`src/rtl/open_drain_output_pad_ctrl_pkg.sv`:
```
// Shared definitions for the open-drain pad controller: state encodings and
// parameter-legality helpers evaluated at elaboration.
package open_drain_output_pad_ctrl_pkg;

  typedef enum logic [1:0] {
    RELEASED  = 2'd0,
    DRIVE_LOW = 2'd1,
    WAIT_RISE = 2'd2,
    STUCK     = 2'd3
  } od_state_t;

  function automatic bit sync_stages_ok(input int sync_stages);
    return (sync_stages >= 2) && (sync_stages <= 4);
  endfunction

  // The synchroniser delay is spent inside the rise window, so the window
  // must be longer than the synchroniser.
  function automatic bit rise_timeout_ok(input int rise_timeout, input int sync_stages);
    return rise_timeout >= (sync_stages + 1);
  endfunction

  function automatic bit cnt_w_ok(input int cnt_w, input int rise_timeout);
    return (cnt_w >= 1) && (cnt_w <= 31) && ((64'd1 << cnt_w) > 64'(rise_timeout));
  endfunction

endpackage

```
`src/rtl/pad_input_sync.sv`:
```
// Multi-flop synchroniser for an asynchronous pad readback; SYNC_STAGES cycles
// of latency, no backpressure, reset loads every stage with RESET_VAL.
module pad_input_sync #(
  parameter int   SYNC_STAGES = 2,
  parameter logic RESET_VAL   = 1'b1
) (
  input  logic HCLK,
  input  logic HRESETn,
  input  logic async_in,
  output logic sync_out
);

  logic [SYNC_STAGES-1:0] stages;

  always_ff @(posedge HCLK) begin
    if (!HRESETn) begin
      stages <= {SYNC_STAGES{RESET_VAL}};
    end else begin
      stages <= {stages[SYNC_STAGES-2:0], async_in};
    end
  end

  assign sync_out = stages[SYNC_STAGES-1];

endmodule

```
`src/rtl/open_drain_output_pad_ctrl.sv`:
```
// Registered open-drain driver: one cycle request-to-pad, times the pullup rise
// after release and flags stuck or externally-held-low lines.
module open_drain_output_pad_ctrl
  import open_drain_output_pad_ctrl_pkg::*;
#(
  parameter int SYNC_STAGES  = 2,
  parameter int RISE_TIMEOUT = 16,
  parameter int CNT_W        = 8
) (
  input  logic HCLK,
  input  logic HRESETn,
  input  logic OE_EN,
  input  logic DOUT,
  input  logic CLR_STUCK,
  input  logic PAD_IN,
  output logic PAD_OEN,
  output logic DIN_SYNC,
  output logic BUSY,
  output logic EXT_LOW,
  output logic STUCK_LOW
);

  if (!sync_stages_ok(SYNC_STAGES)) begin : g_bad_sync_stages
    $error("SYNC_STAGES must be in 2..4");
  end
  if (!rise_timeout_ok(RISE_TIMEOUT, SYNC_STAGES)) begin : g_bad_rise_timeout
    $error("RISE_TIMEOUT must be >= SYNC_STAGES+1");
  end
  if (!cnt_w_ok(CNT_W, RISE_TIMEOUT)) begin : g_bad_cnt_w
    $error("CNT_W too narrow for RISE_TIMEOUT");
  end

  localparam logic [CNT_W-1:0] CNT_LAST = CNT_W'(RISE_TIMEOUT - 1);

  od_state_t        state, next_state;
  logic [CNT_W-1:0] cnt, next_cnt;
  logic             stuck_set;
  logic             drv_req;
  logic             pad_oen_q;
  logic             stuck_low_q;
  logic             din_sync;

  assign drv_req = OE_EN & ~DOUT;

  pad_input_sync #(
    .SYNC_STAGES(SYNC_STAGES),
    .RESET_VAL  (1'b1)
  ) u_sync (
    .HCLK    (HCLK),
    .HRESETn (HRESETn),
    .async_in(PAD_IN),
    .sync_out(din_sync)
  );

  always_comb begin
    next_state = state;
    next_cnt   = cnt;
    stuck_set  = 1'b0;
    unique case (state)
      RELEASED: begin
        if (drv_req) next_state = DRIVE_LOW;
      end
      DRIVE_LOW: begin
        if (!drv_req) begin
          next_state = WAIT_RISE;
          next_cnt   = '0;
        end
      end
      WAIT_RISE: begin
        if (drv_req) begin
          next_state = DRIVE_LOW;
        end else if (din_sync) begin
          next_state = RELEASED;
        end else if (cnt == CNT_LAST) begin
          next_state = STUCK;
          stuck_set  = 1'b1;
        end else begin
          next_cnt = cnt + CNT_W'(1);
        end
      end
      STUCK: begin
        if (drv_req) begin
          next_state = DRIVE_LOW;
        end else if (din_sync) begin
          next_state = RELEASED;
        end
      end
      default: next_state = RELEASED;
    endcase
  end

  always_ff @(posedge HCLK) begin
    if (!HRESETn) begin
      state       <= RELEASED;
      cnt         <= '0;
      pad_oen_q   <= 1'b1;
      stuck_low_q <= 1'b0;
    end else begin
      state     <= next_state;
      cnt       <= next_cnt;
      pad_oen_q <= ~(next_state == DRIVE_LOW);
      // A fresh timeout outranks a coincident clear.
      if (stuck_set) begin
        stuck_low_q <= 1'b1;
      end else if (CLR_STUCK) begin
        stuck_low_q <= 1'b0;
      end
    end
  end

  assign PAD_OEN   = pad_oen_q;
  assign DIN_SYNC  = din_sync;
  assign BUSY      = (state == WAIT_RISE);
  assign EXT_LOW   = (state == RELEASED) & ~din_sync;
  assign STUCK_LOW = stuck_low_q;

endmodule

```
`config.mk`:
```
export PLATFORM = sky130hd
export DESIGN_NAME = open_drain_output_pad_ctrl
export DESIGN_NICKNAME = d
export VERILOG_FILES = /design/src/rtl/open_drain_output_pad_ctrl_pkg.sv /design/src/rtl/pad_input_sync.sv /design/src/rtl/open_drain_output_pad_ctrl.sv
export SDC_FILE = /design/constraint.sdc
export NUM_CORES = 1
export LEC_CHECK = 0
export CAP_MARGIN = 15
export CORE_MARGIN = 1
export CORE_UTILIZATION = 25
export CTS_CLUSTER_SIZE = 16
export DETAILED_ROUTE_END_ITERATION = 16
export SLEW_MARGIN = 10
export SYNTH_ARGS = -nofsm -noshare
export SYNTH_HDL_FRONTEND = slang
export SYNTH_SLANG_ARGS = --single-unit
```
`constraint.sdc`:
```
create_clock -name HCLK -period 3.6 [get_ports HCLK]
set_input_delay 0.54 -clock HCLK [delete_from_list [all_inputs] [get_ports HCLK]]
set_output_delay 0.54 -clock HCLK [all_outputs]
set_load 0.02 [all_outputs]
```
==> reports/summary.txt <==
area delta synth->final: 21.05%
number of synthesized flops with an enable pin: 0
Post-CTS Hold Buffers: 0
Clk pwr share: 0.333
final cycle utilization of the critical path: 0.6172
Yosys cell types: 31
pre-CTS setup slack: 1.285 ns
most frequent cells in the layout: dfxtp_1, clkdlybuf4s50_1, a21oi_1, ha_1
Core Rows: 19
failing checks: DRC
commonest non-fill, non-tap cell in the layout: dfxtp_1
clk_lat worst skew: 0.28 ns
Leak Pwr: 0.3416 nW
Syn Area/Cell: 9.056 µm²
Synth Warn #: 0
synthesized area: 760.7 µm²
CTS root buffer: clkbuf_4
worst reg2reg startpoint: state[1]
vias in the first global route: 592
PortBufs: 10
fin crit period: 2.222 ns
Max Fclk: 0.4501 GHz
setup TNS: 0 ns
Slew @ Worst Pin: 0.5914 ns
core box area: 2829 µm²
die area: 3267 µm²
Resize count post-CTS: 0
post-CTS setup buffers: 0
leading area contributor after synthesis: dfxtp_1
Initial Util: 0.2689
clk sinks: 14
Post-DP HPWL: 1.121 mm
CP Data Arrival Time: 1.68 ns
dpl cells: 123
PwrDens: 368.6 nW/µm²
Synth top area share: 0.3684
initial antenna violation count: 0
outcome: finished with violations
cts bufs inserted: 3
Nets: 109
first-pass GRT wire length: 2.449 mm
Logic pwr share: 0.177
Reg power frac: 0.490
CTS tree: yes
final core occ: 0.3255
via count: 645
Slew Limit Fails: 0
grt total ovfl: 0
endpoints failing setup: 0
Initial DRC Count: 8
switch share: 0.2611
DRT antenna net count: 0
Ant. Diodes: 0
Seq cells post-synth: 14
Seq/Total Area, Yosys: 0.3684
wire per inst: 11.88 µm
die width: 57.16 µm
max-capacitance violation count: 0
syn_nets: 96
Startpoint Class: register
DRC Markers: 1
total wire length: 1.509 mm
largest net degree at the start of global routing: 13
critical path endpoint category: output pin
R2R setup slack: 1.53 ns
async set or reset register ratio after synthesis: 0
largest cells by area after synthesis: dfxtp_1, ha_1, nand2b_1
Top FF cell, synth: dfxtp_1
final worst-path setup slack: 1.378 ns
clk_skew: 0.002781 ns
Reg clk slew, reported paths: 0.09 ns
Ports: 11
Final Hold Vio Count: 0
critical path peak fanout: 5
RSZ-0062 raised after global routing: no
Crit Path Category: register to output pin
largest buffer count on any clock path: 2
Total GRT Usage: 0.09510
Worst Path Required: 3.06 ns
maximum vdd drop: 0.1119 mV
NetSw: 88.65 µW
Via density: 5.079
Fill cells: 287
share of cells above drive strength 1: 0.09375
Worst slew margin: 0.6031
gate count of the mapped netlist: 84
DR pass1 iterations: 10
min-delay src: u_sync.stages[0]
die height: 57.16 µm
Worst Setup SP: state[0]
Hold WC Path Type: register to register
P_int: 250.8 µW
final cell count without fillers: 127
H-Tree Depth: 1
Placer Congestion: 0.7745
## per-stage QoR
| step | cell area (µm²) | total power [mW] | hold WS (ns) |
|---|---|---|---|
| floorplan | 760.7 | 0.2077 | 0.3863 |
| global placement | 884.6 | 0.2279 | 0.3952 |
| detailed placement | 884.6 | 0.2295 | 0.4019 |
| CTS | 920.9 | 0.3414 | 0.4232 |
| global route | 920.9 | 0.3577 | 0.4556 |
| finish | 920.9 | 0.3395 | 0.4168 |
## per-layer routing
metal	up-vias	wire [µm]	track usage
met5	-	0	0
met4	0	0	0.03136
met3	0	59	0.03401
met2	7	718	0.1681
met1	303	731	0.1060
li1	335	-	-
## logic make-up after synthesis
group / after synthesis / synth area share
simple gates: 33 / 0.2697
buf+inv: 7 / 0.04442
xor+xnor: 2 / 0.02303
fa+ha+maj: 6 / 0.09868
flops: 14 / 0.3684
compound gates: 21 / 0.1826
mux: 1 / 0.01316
## synthesized netlist by cell type, types with 2 or more instances
master,count
nand2_1,3
nor2b_1,2
or3_1,2
dfxtp_1,14
and2b_1,2
inv_1,5
nand3_1,4
ha_1,6
nor2_1,3
nand2b_1,5
or4_4,2
or4_1,3
nand4_1,4
o21ai_1,3
o31ai_1,3
o21ai_0,2
xor2_1,2
a21oi_1,6
## area by class of cell
class | instances | area (µm²) | share of cell area
clock buffers | 4 | 36.28 | 0.03940
flip-flops and latches | 14 | 280.3 | 0.3043
multi-input cells | 63 | 446.7 | 0.4851
well taps | 31 | 38.79 | 0.04212
inverters | 5 | 18.77 | 0.02038
repair buffers | 10 | 100.1 | 0.1087
## power by group through the flow
stage	clock network [mW]	logic [mW]	registers, mW
after CTS	0.115	0.0599	0.166
final	0.113	0.0600	0.166
after detailed placement	0	0.0598	0.170
after global routing	0.123	0.0669	0.168
after global placement	0	0.0581	0.170
after floorplan	0	0.0351	0.173
## path summary, 6_finish.rpt
check | cells after the start | to
hold reg to reg | 1 | u_sync.stages[1]
setup reg to reg | 6 | cnt[7]
setup / recovery | 3 | BUSY
hold / removal | 1 | u_sync.stages[1]
## worst max-delay path, stage by stage (launching register included)
cell and delay [ns]:
dfxtp_1 0.35, inv_1 0.15, ha_1 0.27, clkdlybuf4s50_1 0.64
## registers in the layout, summed over array words and instances (netlist names)
signal         cells
PAD_OEN            1
STUCK_LOW          1
cnt                8
state              2
u_sync.stages      2
Power figures use the tool's default switching activity.
